File: config.mk
export PLATFORM = sky130hd
export DESIGN_NAME = fft_frame_ctrl_flat
export DESIGN_NICKNAME = d
export VERILOG_FILES = /design/src/rtl/fft_frame_ctrl_pkg.sv /design/src/rtl/fft_frame_ctrl_if.sv /design/src/rtl/fft_frame_ctrl_counter.sv /design/src/rtl/fft_frame_ctrl.sv /design/src/flat_wrapper.sv
export SDC_FILE = /design/constraint.sdc
export NUM_CORES = 1
export LEC_CHECK = 0
export ABC_AREA = 1
export CAP_MARGIN = 15
export CORE_MARGIN = 2
export CORE_UTILIZATION = 48
export CTS_CLUSTER_SIZE = 20
export DETAILED_ROUTE_END_ITERATION = 10
export PLACE_DENSITY = 0.84
export SYNTH_ARGS = -nofsm -noshare
export SYNTH_HDL_FRONTEND = slang
export SYNTH_SLANG_ARGS = --single-unit
File: constraint.sdc
create_clock -name aclk -period 8 [get_ports aclk]
set_input_delay 1.2 -clock aclk [delete_from_list [all_inputs] [get_ports aclk]]
set_output_delay 1.2 -clock aclk [all_outputs]
set_load 0.05 [all_outputs]
File: src/rtl/fft_frame_ctrl_pkg.sv
// Shared types and config-word layout for the FFT frame sequencer.
// The FFT core expects this word on S_AXIS_CONFIG.
package fft_frame_ctrl_pkg;

    localparam int unsigned CfgW      = 24;
    localparam int unsigned SampleW   = 32;
    localparam int unsigned NfftW     = 5;
    localparam int unsigned CpW       = 7;
    localparam int unsigned NfftLsb   = 0;
    localparam int unsigned CpLsb     = 8;
    localparam int unsigned FwdBit    = 16;
    localparam int unsigned ErrW      = 3;
    localparam int unsigned FrameCntW = 16;

    typedef enum logic {
        StConfig = 1'b0,
        StStream = 1'b1
    } state_e;

    typedef struct packed {
        logic [NfftW-1:0] nfft_log2;
        logic             fwd_inv;
        logic [CpW-1:0]   cp_len;
    } fft_cfg_t;

    function automatic logic [CfgW-1:0] pack_cfg(input fft_cfg_t c);
        logic [CfgW-1:0] w;
        w                       = '0;
        w[NfftLsb +: NfftW]     = c.nfft_log2;
        w[CpLsb +: CpW]         = c.cp_len;
        w[FwdBit]               = c.fwd_inv;
        return w;
    endfunction

endpackage

File: src/rtl/fft_frame_ctrl_if.sv
// Upstream sample stream plus all FFT-core-facing handshakes of the sequencer.
// master = sequencer side, slave = upstream source / FFT core side.
interface fft_frame_ctrl_if;

    logic [31:0] s_tdata;
    logic        s_tvalid;
    logic        s_tready;

    logic [23:0] fft_cfg_tdata;
    logic        fft_cfg_tvalid;
    logic        fft_cfg_tready;

    logic [31:0] fft_din_tdata;
    logic        fft_din_tvalid;
    logic        fft_din_tlast;
    logic        fft_din_tready;

    logic        fft_dout_tvalid;
    logic        fft_dout_tready;
    logic        fft_dout_tlast;

    logic        ev_tlast_missing;
    logic        ev_tlast_unexp;

    modport master (
        input  s_tdata, s_tvalid,
        output s_tready,
        output fft_cfg_tdata, fft_cfg_tvalid,
        input  fft_cfg_tready,
        output fft_din_tdata, fft_din_tvalid, fft_din_tlast,
        input  fft_din_tready,
        input  fft_dout_tvalid, fft_dout_tready, fft_dout_tlast,
        input  ev_tlast_missing, ev_tlast_unexp
    );

    modport slave (
        output s_tdata, s_tvalid,
        input  s_tready,
        input  fft_cfg_tdata, fft_cfg_tvalid,
        output fft_cfg_tready,
        input  fft_din_tdata, fft_din_tvalid, fft_din_tlast,
        output fft_din_tready,
        output fft_dout_tvalid, fft_dout_tready, fft_dout_tlast,
        output ev_tlast_missing, ev_tlast_unexp
    );

endinterface

File: src/rtl/fft_frame_ctrl_counter.sv
// Per-frame sample counter; flags the final beat of a 2^nfft_log2 frame.
module fft_frame_ctrl_counter
    import fft_frame_ctrl_pkg::*;
#(
    parameter int unsigned MAX_NFFT_LOG2 = 10
) (
    input  logic             clk,
    input  logic             rst,
    input  logic [NfftW-1:0] nfft_log2,
    input  logic             beat,
    output logic             last
);

    localparam int unsigned CntW = MAX_NFFT_LOG2;

    logic [CntW-1:0] cnt_q, cnt_d, len_m1;

    always_comb begin
        len_m1 = CntW'((32'd1 << nfft_log2) - 32'd1);
        last   = (cnt_q == len_m1);
        cnt_d  = cnt_q;
        if (beat) begin
            cnt_d = last ? '0 : cnt_q + CntW'(1);
        end
    end

    always_ff @(posedge clk) begin
        if (rst) begin
            cnt_q <= '0;
        end else begin
            cnt_q <= cnt_d;
        end
    end

endmodule

File: src/rtl/fft_frame_ctrl.sv
// Sequencer in front of the FFT core: issues config words at frame boundaries,
// frames upstream samples with tlast, bounds frames in flight and tracks errors.
module fft_frame_ctrl
    import fft_frame_ctrl_pkg::*;
#(
    parameter int unsigned MAX_NFFT_LOG2 = 10,
    parameter int unsigned DEF_NFFT_LOG2 = 10,
    parameter int unsigned DEF_FWD_INV   = 1,
    parameter int unsigned MAX_INFLIGHT  = 2
) (
    input  logic                 aclk,
    input  logic                 areset,
    input  logic [NfftW-1:0]     cfg_nfft_log2,
    input  logic                 cfg_fwd_inv,
    input  logic [CpW-1:0]       cfg_cp_len,
    input  logic                 cfg_update,
    fft_frame_ctrl_if.master     bus,
    input  logic                 err_clear,
    output logic [ErrW-1:0]      err_sticky,
    output logic [FrameCntW-1:0] frames_in,
    output logic [FrameCntW-1:0] frames_out,
    output logic                 busy
);

    localparam int unsigned InflW = $clog2(MAX_INFLIGHT + 1);
    localparam logic [InflW-1:0] MaxInfl = InflW'(MAX_INFLIGHT);
    localparam fft_cfg_t DefCfg = '{
        nfft_log2: NfftW'(DEF_NFFT_LOG2),
        fwd_inv:   1'(DEF_FWD_INV),
        cp_len:    '0
    };

    state_e               state_q, state_d;
    fft_cfg_t             active_q, active_d;
    fft_cfg_t             pend_q, pend_d;
    logic                 pend_valid_q, pend_valid_d;
    logic [InflW-1:0]     inflight_q, inflight_d;
    logic [FrameCntW-1:0] frames_in_q, frames_in_d;
    logic [FrameCntW-1:0] frames_out_q, frames_out_d;
    logic [ErrW-1:0]      err_q, err_d;
    logic                 cfg_tvalid_q, cfg_tvalid_d;
    logic [CfgW-1:0]      cfg_tdata_q, cfg_tdata_d;
    logic                 busy_q, busy_d;

    logic     in_stream, gate, beat, frame_last, last_beat;
    logic     cfg_ok, upd_ok, upd_bad, cfg_hs, boundary;
    logic     inc, dec, underflow;
    fft_cfg_t req;

    assign in_stream          = (state_q == StStream);
    assign gate               = (inflight_q < MaxInfl);
    assign bus.s_tready       = in_stream & bus.fft_din_tready & gate;
    assign bus.fft_din_tvalid = in_stream & bus.s_tvalid & gate;
    assign bus.fft_din_tdata  = bus.s_tdata;
    assign bus.fft_din_tlast  = frame_last;
    assign beat               = bus.fft_din_tvalid & bus.fft_din_tready;
    assign last_beat          = beat & frame_last;

    fft_frame_ctrl_counter #(
        .MAX_NFFT_LOG2 (MAX_NFFT_LOG2)
    ) u_counter (
        .clk       (aclk),
        .rst       (areset),
        .nfft_log2 (active_q.nfft_log2),
        .beat      (beat),
        .last      (frame_last)
    );

    always_comb begin
        cfg_ok   = (cfg_nfft_log2 >= NfftW'(3)) && (cfg_nfft_log2 <= NfftW'(MAX_NFFT_LOG2));
        upd_ok   = cfg_update & cfg_ok;
        upd_bad  = cfg_update & ~cfg_ok;
        req      = '{nfft_log2: cfg_nfft_log2, fwd_inv: cfg_fwd_inv, cp_len: cfg_cp_len};
        cfg_hs   = ~in_stream & cfg_tvalid_q & bus.fft_cfg_tready;
        boundary = in_stream ? last_beat : cfg_hs;
    end

    // An update arriving on the boundary cycle itself is applied at that boundary.
    always_comb begin
        state_d      = state_q;
        active_d     = active_q;
        pend_d       = pend_q;
        pend_valid_d = pend_valid_q;
        if (upd_ok) begin
            pend_d       = req;
            pend_valid_d = 1'b1;
        end
        if (boundary) begin
            if (upd_ok || pend_valid_q) begin
                active_d     = upd_ok ? req : pend_q;
                pend_valid_d = 1'b0;
                state_d      = StConfig;
            end else begin
                state_d      = StStream;
            end
        end
    end

    always_comb begin
        inc          = last_beat;
        dec          = bus.fft_dout_tvalid & bus.fft_dout_tready & bus.fft_dout_tlast;
        underflow    = dec & ~inc & (inflight_q == '0);
        inflight_d   = inflight_q;
        unique case ({inc, dec})
            2'b10:   inflight_d = inflight_q + InflW'(1);
            2'b01:   inflight_d = underflow ? inflight_q : inflight_q - InflW'(1);
            default: inflight_d = inflight_q;
        endcase
        frames_in_d  = frames_in_q + FrameCntW'(inc);
        frames_out_d = frames_out_q + FrameCntW'(dec);
        // Set beats clear when both land in the same cycle.
        err_d        = (err_clear ? '0 : err_q)
                     | {upd_bad, bus.ev_tlast_unexp | underflow, bus.ev_tlast_missing};
        cfg_tvalid_d = (state_d == StConfig);
        cfg_tdata_d  = pack_cfg(active_d);
        busy_d       = ~((state_d == StStream) && (inflight_d == '0));
    end

    always_ff @(posedge aclk) begin
        if (areset) begin
            state_q      <= StConfig;
            active_q     <= DefCfg;
            pend_q       <= '0;
            pend_valid_q <= 1'b0;
            inflight_q   <= '0;
            frames_in_q  <= '0;
            frames_out_q <= '0;
            err_q        <= '0;
            cfg_tvalid_q <= 1'b0;
            cfg_tdata_q  <= pack_cfg(DefCfg);
            busy_q       <= 1'b1;
        end else begin
            state_q      <= state_d;
            active_q     <= active_d;
            pend_q       <= pend_d;
            pend_valid_q <= pend_valid_d;
            inflight_q   <= inflight_d;
            frames_in_q  <= frames_in_d;
            frames_out_q <= frames_out_d;
            err_q        <= err_d;
            cfg_tvalid_q <= cfg_tvalid_d;
            cfg_tdata_q  <= cfg_tdata_d;
            busy_q       <= busy_d;
        end
    end

    assign bus.fft_cfg_tvalid = cfg_tvalid_q;
    assign bus.fft_cfg_tdata  = cfg_tdata_q;
    assign err_sticky         = err_q;
    assign frames_in          = frames_in_q;
    assign frames_out         = frames_out_q;
    assign busy               = busy_q;

endmodule

File: src/flat_wrapper.sv
// flat-port wrapper written by rule: the top's interface ports become plain ports
module fft_frame_ctrl_flat import fft_frame_ctrl_pkg::*;
#(
    parameter int unsigned MAX_NFFT_LOG2 = 10,
    parameter int unsigned DEF_NFFT_LOG2 = 10,
    parameter int unsigned DEF_FWD_INV   = 1,
    parameter int unsigned MAX_INFLIGHT  = 2
)
  (aclk, areset, cfg_nfft_log2, cfg_fwd_inv, cfg_cp_len, cfg_update, err_clear, err_sticky, frames_in, frames_out, busy, bus_s_tdata, bus_s_tvalid, bus_s_tready, bus_fft_cfg_tdata, bus_fft_cfg_tvalid, bus_fft_cfg_tready, bus_fft_din_tdata, bus_fft_din_tvalid, bus_fft_din_tlast, bus_fft_din_tready, bus_fft_dout_tvalid, bus_fft_dout_tready, bus_fft_dout_tlast, bus_ev_tlast_missing, bus_ev_tlast_unexp);
  fft_frame_ctrl_if bus_i ();
  input  logic aclk;
  input  logic areset;
  input  logic [NfftW-1:0] cfg_nfft_log2;
  input  logic cfg_fwd_inv;
  input  logic [CpW-1:0] cfg_cp_len;
  input  logic cfg_update;
  input  logic err_clear;
  output logic [ErrW-1:0] err_sticky;
  output logic [FrameCntW-1:0] frames_in;
  output logic [FrameCntW-1:0] frames_out;
  output logic busy;
  input wire logic [$bits(bus_i.s_tdata)-1:0] bus_s_tdata;
  input wire logic [$bits(bus_i.s_tvalid)-1:0] bus_s_tvalid;
  output wire logic [$bits(bus_i.s_tready)-1:0] bus_s_tready;
  output wire logic [$bits(bus_i.fft_cfg_tdata)-1:0] bus_fft_cfg_tdata;
  output wire logic [$bits(bus_i.fft_cfg_tvalid)-1:0] bus_fft_cfg_tvalid;
  input wire logic [$bits(bus_i.fft_cfg_tready)-1:0] bus_fft_cfg_tready;
  output wire logic [$bits(bus_i.fft_din_tdata)-1:0] bus_fft_din_tdata;
  output wire logic [$bits(bus_i.fft_din_tvalid)-1:0] bus_fft_din_tvalid;
  output wire logic [$bits(bus_i.fft_din_tlast)-1:0] bus_fft_din_tlast;
  input wire logic [$bits(bus_i.fft_din_tready)-1:0] bus_fft_din_tready;
  input wire logic [$bits(bus_i.fft_dout_tvalid)-1:0] bus_fft_dout_tvalid;
  input wire logic [$bits(bus_i.fft_dout_tready)-1:0] bus_fft_dout_tready;
  input wire logic [$bits(bus_i.fft_dout_tlast)-1:0] bus_fft_dout_tlast;
  input wire logic [$bits(bus_i.ev_tlast_missing)-1:0] bus_ev_tlast_missing;
  input wire logic [$bits(bus_i.ev_tlast_unexp)-1:0] bus_ev_tlast_unexp;
  assign bus_i.s_tdata = bus_s_tdata;
  assign bus_i.s_tvalid = bus_s_tvalid;
  assign bus_s_tready = bus_i.s_tready;
  assign bus_fft_cfg_tdata = bus_i.fft_cfg_tdata;
  assign bus_fft_cfg_tvalid = bus_i.fft_cfg_tvalid;
  assign bus_i.fft_cfg_tready = bus_fft_cfg_tready;
  assign bus_fft_din_tdata = bus_i.fft_din_tdata;
  assign bus_fft_din_tvalid = bus_i.fft_din_tvalid;
  assign bus_fft_din_tlast = bus_i.fft_din_tlast;
  assign bus_i.fft_din_tready = bus_fft_din_tready;
  assign bus_i.fft_dout_tvalid = bus_fft_dout_tvalid;
  assign bus_i.fft_dout_tready = bus_fft_dout_tready;
  assign bus_i.fft_dout_tlast = bus_fft_dout_tlast;
  assign bus_i.ev_tlast_missing = bus_ev_tlast_missing;
  assign bus_i.ev_tlast_unexp = bus_ev_tlast_unexp;
  fft_frame_ctrl #(.MAX_NFFT_LOG2(MAX_NFFT_LOG2), .DEF_NFFT_LOG2(DEF_NFFT_LOG2), .DEF_FWD_INV(DEF_FWD_INV), .MAX_INFLIGHT(MAX_INFLIGHT)) u_core (.aclk(aclk), .areset(areset), .cfg_nfft_log2(cfg_nfft_log2), .cfg_fwd_inv(cfg_fwd_inv), .cfg_cp_len(cfg_cp_len), .cfg_update(cfg_update), .bus(bus_i), .err_clear(err_clear), .err_sticky(err_sticky), .frames_in(frames_in), .frames_out(frames_out), .busy(busy));
endmodule
==> Flow_metrics.wiki <==
{| class="wikitable"
! Metric !! Value
|-
| Startpoint class of the critical path || register
|-
| Required @ worst endpoint || approximately 6800 ps
|-
| Minimum setup slack in the final design || roughly 3600 ps
|-
| Wire length per cell || roughly 12 µm
|-
| Metal-1 WL || approximately 3900 µm
|-
| Die outline area || around 9200 µm²
|-
| Worst Hold Margin || about 460 ps
|-
| Total of fill cells in the finished design || about 720
|-
| Count of port buffers added during placement || 77
|-
| Cell type with the highest aggregate area in the netlist || sky130_fd_sc_hd__dfxtp_1
|-
| Number of global-route vias before repair || approximately 3500
|-
| Critical path arrival || roughly 3200 ps
|-
| Antenna violations before repair || 0
|-
| Cells taking the most area after synthesis || sky130_fd_sc_hd__dfxtp_1 38%, sky130_fd_sc_hd__nand2_1 9.7%, sky130_fd_sc_hd__buf_4 8.0%
|-
| Worst Setup EP || bus_fft_din_tlast
|-
| Net count reported at finish || between 600 and 700
|-
| DRC marker count from the first detailed-route iteration || between 100 and 150
|-
| Critical path endpoint category || output pin
|-
| Number of buffers added for setup after CTS || 0
|-
| Total wire length after detailed routing || 8920 µm
|-
| VDD IR max || around 100 µV
|-
| Die boundary width || between 90 and 100 µm
|-
| Uppermost signal routing layer after detailed routing || met4
|-
| Die H || 95.8 µm
|-
| Total leakage power || 1.99 nW
|-
| Global-route wire length before repair || between 10000 and 15000 µm
|-
| Number of gates resized after cts || 0
|-
| Cell family with the largest share of critical-path delay || simple AND/OR/NAND/NOR gates
|-
| Start of the worst register-to-register path || u_core.bus.fft_cfg_tdata[3]
|-
| GRT overflow || 0
|-
| Met3 routed WL || between 600 and 700 µm
|-
| Maximum cell stage delay along the critical path || around 790 ps
|-
| Design Area, Final || ~4800 µm²
|-
| Ratio of final minimum period to clock period || 55.1%
|-
| Setup violators final || 0
|-
| Synthesis Warnings || 0
|-
| Number of maximum-capacitance violations || 0
|-
| Number of detailed-routing iterations run before antenna repair || 4
|-
| All-layer global routing usage || roughly a fifth
|-
| Via count || between 3000 and 4000
|-
| Final total negative setup slack || 0 ps
|-
| Launching element of the worst setup path || u_core.bus.fft_cfg_tdata[3]
|-
| Dominant cell type by count on the critical path || sky130_fd_sc_hd__nand2_1
|-
| CTS root buf || sky130_fd_sc_hd__clkbuf_8
|-
| Worst slack after detailed placement || 3970 ps
|-
| Amount of wire on met2 after detailed routing || between 4000 and 5000 µm
|-
| Routability congestion estimate from global placement || 0.940
|-
| Depth of the worst register-to-register path || 25
|-
| Initial core utilization || between 40% and 50%
|-
| Seq/Total Area, Yosys || 38.1%
|-
| Max clock buf depth || 2
|-
| Inserted Diodes || 0
|-
| Core area || around 8000 µm²
|-
| Pwr dens || around 170 nW/µm²
|-
| Clock-pin slew reported for the worst setup and hold paths after clock tree synthesis || approximately 80 ps
|-
| H-tree levels || 3
|-
| Summed instance area of the synthesized netlist || ~4000 µm²
|-
| Number of top-level design ports || ~150
|-
| Run status || complete, no violations
|-
| Worst hold-check path type || register to register
|-
| Total number of placement rows || 33
|-
| Synthesis-to-layout area growth || 18.8%
|-
| Count of flip-flops with a built-in enable after synthesis || 0
|-
| Most frequently used cell type in the post-synthesis netlist || sky130_fd_sc_hd__nand2_1
|-
| Logic depth of the worst setup path including buffers || 17
|-
| Slew margin rel. || 37.0%
|-
| #FFs+latches synth || slightly below 80
|-
| Gate count after technology mapping || about 580
|-
| Top cell type's share of synthesized area || 38.1%
|-
| Async set or reset register ratio after synthesis || 0%
|-
| Estimated wirelength of the detail-placed design || between 6000 and 7000 µm
|-
| DRC violations left || 0
|-
| Worst path buffer plus inverter count || 4
|-
| Max Fanout on Critical Path || 10
|-
| Antenna viol nets, final || 0
|-
| Crit Path Category || register to output pin
|-
| Most used standard cells in the synthesized netlist || 105 x sky130_fd_sc_hd__nand2_1, 86 x sky130_fd_sc_hd__inv_1, 81 x sky130_fd_sc_hd__nor2_1, 77 x sky130_fd_sc_hd__dfxtp_1, 43 x sky130_fd_sc_hd__buf_4
|-
| Average via count per standard cell || 4.99
|-
| Total count of hold-check failures in the final report || 0
|-
| Proportion of layout cells with a drive suffix above 1 || ~5.2%
|-
| Setup clock skew after layout || 12.2 ps
|-
| Max-slew violations || 0
|-
| Post-layout minimum cycle time || between 4000 and 5000 ps
|-
| Worst-path cell with the longest stage delay || sky130_fd_sc_hd__clkdlybuf4s50_1
|-
| Instance area at placement || 4610 µm²
|-
| FMAX || ~230 MHz
|-
| Pin count of the biggest net entering global routing || 38
|-
| Post-synthesis cell type count || 38
|-
| Leading register cell type out of synthesis || sky130_fd_sc_hd__dfxtp_1
|-
| Number of sinks on the clock net || 77
|-
| Hold-fix buffer count after cts || 0
|-
| CTS tree || built
|-
| Slew of the pin with the lowest slew margin || 944 ps
|-
| Sequence of cells on the critical path || nor2_4 -> nand2_2 -> inv_2 -> nand2_2 -> ha_1 -> nand2_1 -> inv_1 -> nor2_1 -> nand2_1 -> nor2_1 -> nand2_1 -> nor2_1 -> nand3_1 -> nor2_4 -> nand2_1 -> inv_1 -> clkdlybuf4s50_1
|-
| Slack of the worst reg-to-reg path || between 4000 and 5000 ps
|-
| Clock buffer count from CTS || 9
|-
| RSZ-0062 raised after global routing || false
|-
| Mapped Avg Cell Area || a little under 7 µm²
|-
| Capture point of the worst reg-to-reg path || u_core.frames_in[14]
|-
| Clk Latency, worst-skew pair || 350 ps
|}
[worst reg2reg max path, cell delays in order, from the launching register on]
cell	delay (ps)
sky130_fd_sc_hd__dfxtp_1	390
sky130_fd_sc_hd__nor2_4	260
sky130_fd_sc_hd__nand2_2	90
sky130_fd_sc_hd__inv_2	90
sky130_fd_sc_hd__nand2_2	70
sky130_fd_sc_hd__ha_1	310
sky130_fd_sc_hd__nand2_1	80
sky130_fd_sc_hd__inv_1	40
sky130_fd_sc_hd__nor2_1	70
sky130_fd_sc_hd__nand2_1	50
sky130_fd_sc_hd__nor2_1	90
sky130_fd_sc_hd__nand2_1	50
sky130_fd_sc_hd__nor2_1	80
sky130_fd_sc_hd__nand3_1	110
sky130_fd_sc_hd__nor2_4	130
sky130_fd_sc_hd__nand3_4	110
sky130_fd_sc_hd__inv_1	90
sky130_fd_sc_hd__ha_1	160
sky130_fd_sc_hd__ha_1	190
sky130_fd_sc_hd__nand4_1	130
sky130_fd_sc_hd__nor2_1	180
sky130_fd_sc_hd__nand2_1	90
sky130_fd_sc_hd__nor3_1	210
sky130_fd_sc_hd__nand2_1	130
sky130_fd_sc_hd__nor4_1	290
sky130_fd_sc_hd__a31oi_1	120
[stage by stage]
stage | std cells | power (W) | util (%)
after CTS | 734 | 0.000821 | 58.8
after global routing | 734 | 0.000847 | 58.8
after global placement | 718 | 0.000527 | 56.4
final | 734 | 0.000814 | 58.8
after floorplan | 592 | 0.000540 | -
after detailed placement | 718 | 0.000530 | 56.4
[layout by cell type (no fill, tap or decap), drive strengths merged, types with 2 or more instances in the layout]
cell type      synthesis  final
dfxtp                 77     77
clkinv                 1      5
nand4                 19     19
xor2                   9      9
nor3                  17     17
nand3                 34     34
inv                   91     92
a211oi                 3      3
o21bai                 2      2
nor4                   3      3
a21oi                 20     20
conb                   1     11
clkdlybuf4s50          0     77
o21ai                 30     30
clkbuf                 9      9
a31oi                  3      3
nand2                109    109
ha                     9      9
nor2                  85     85
nor3b                  5      5
[logic make-up after synthesis]
group                    share of synthesized area [%]
buffers and inverters                             18.0
AND/OR/NAND/NOR                                   30.7
XOR/XNOR                                          2.16
other                                           0.0926
AO/OA/AOI/OAI                                     8.13
flip-flops                                        38.1
adder cells (fa/ha/maj)                           2.78
[layout make-up]
cell class                 instances  area (µm²)  share of cell area [%]
clock inverter                     7        73.8                    1.54
sequential                        77        1540                    32.1
multi-input combinational        366        1810                    37.7
clock buffer                       9         124                    2.58
inverter                          92         345                    7.18
timing repair buffer              78         778                    16.2
tap                              105         131                    2.73
[where the power goes]
group	internal [W]	switching, W
combinational	0.0000386	0.0000817
clock	0.000145	0.000148
sequential	0.000394	0.00000695
[sequential cells by signal, summed over array words and instances, names as in the netlist]
register and count:
u_core.bus.fft_cfg_tdata 13, u_core.inflight_q 2, u_core.in_stream 1, u_core.bus.fft_cfg_tvalid 1, u_core.err_sticky 3, u_core.pend_q 13
u_core.busy 1, u_core.frames_in 16, u_core.u_counter.cnt_q 10, u_core.pend_valid_q 1, u_core.frames_out 16
[worst min path at each step]
stage                                      end  slack (ps)  cells past startpoint                  from
after floorplan              u_core.pend_q[12]         430                      2     u_core.pend_q[12]
after global placement       u_core.pend_q[12]         440                      2     u_core.pend_q[12]
after detailed placement     u_core.pend_q[12]         440                      2     u_core.pend_q[12]
after CTS                    u_core.pend_q[12]         450                      2     u_core.pend_q[12]
after global routing      u_core.err_sticky[1]         500                      2  u_core.err_sticky[1]
final                        u_core.pend_q[12]         460                      2     u_core.pend_q[12]
[routing by layer]
metal  GRT usage (%)  vias up
met2            33.5      108
met3            6.58       18
li1                -     1861
met5               0        -
met1            23.3     1674
met4            6.55        0
(Power assumes the default switching activity.)
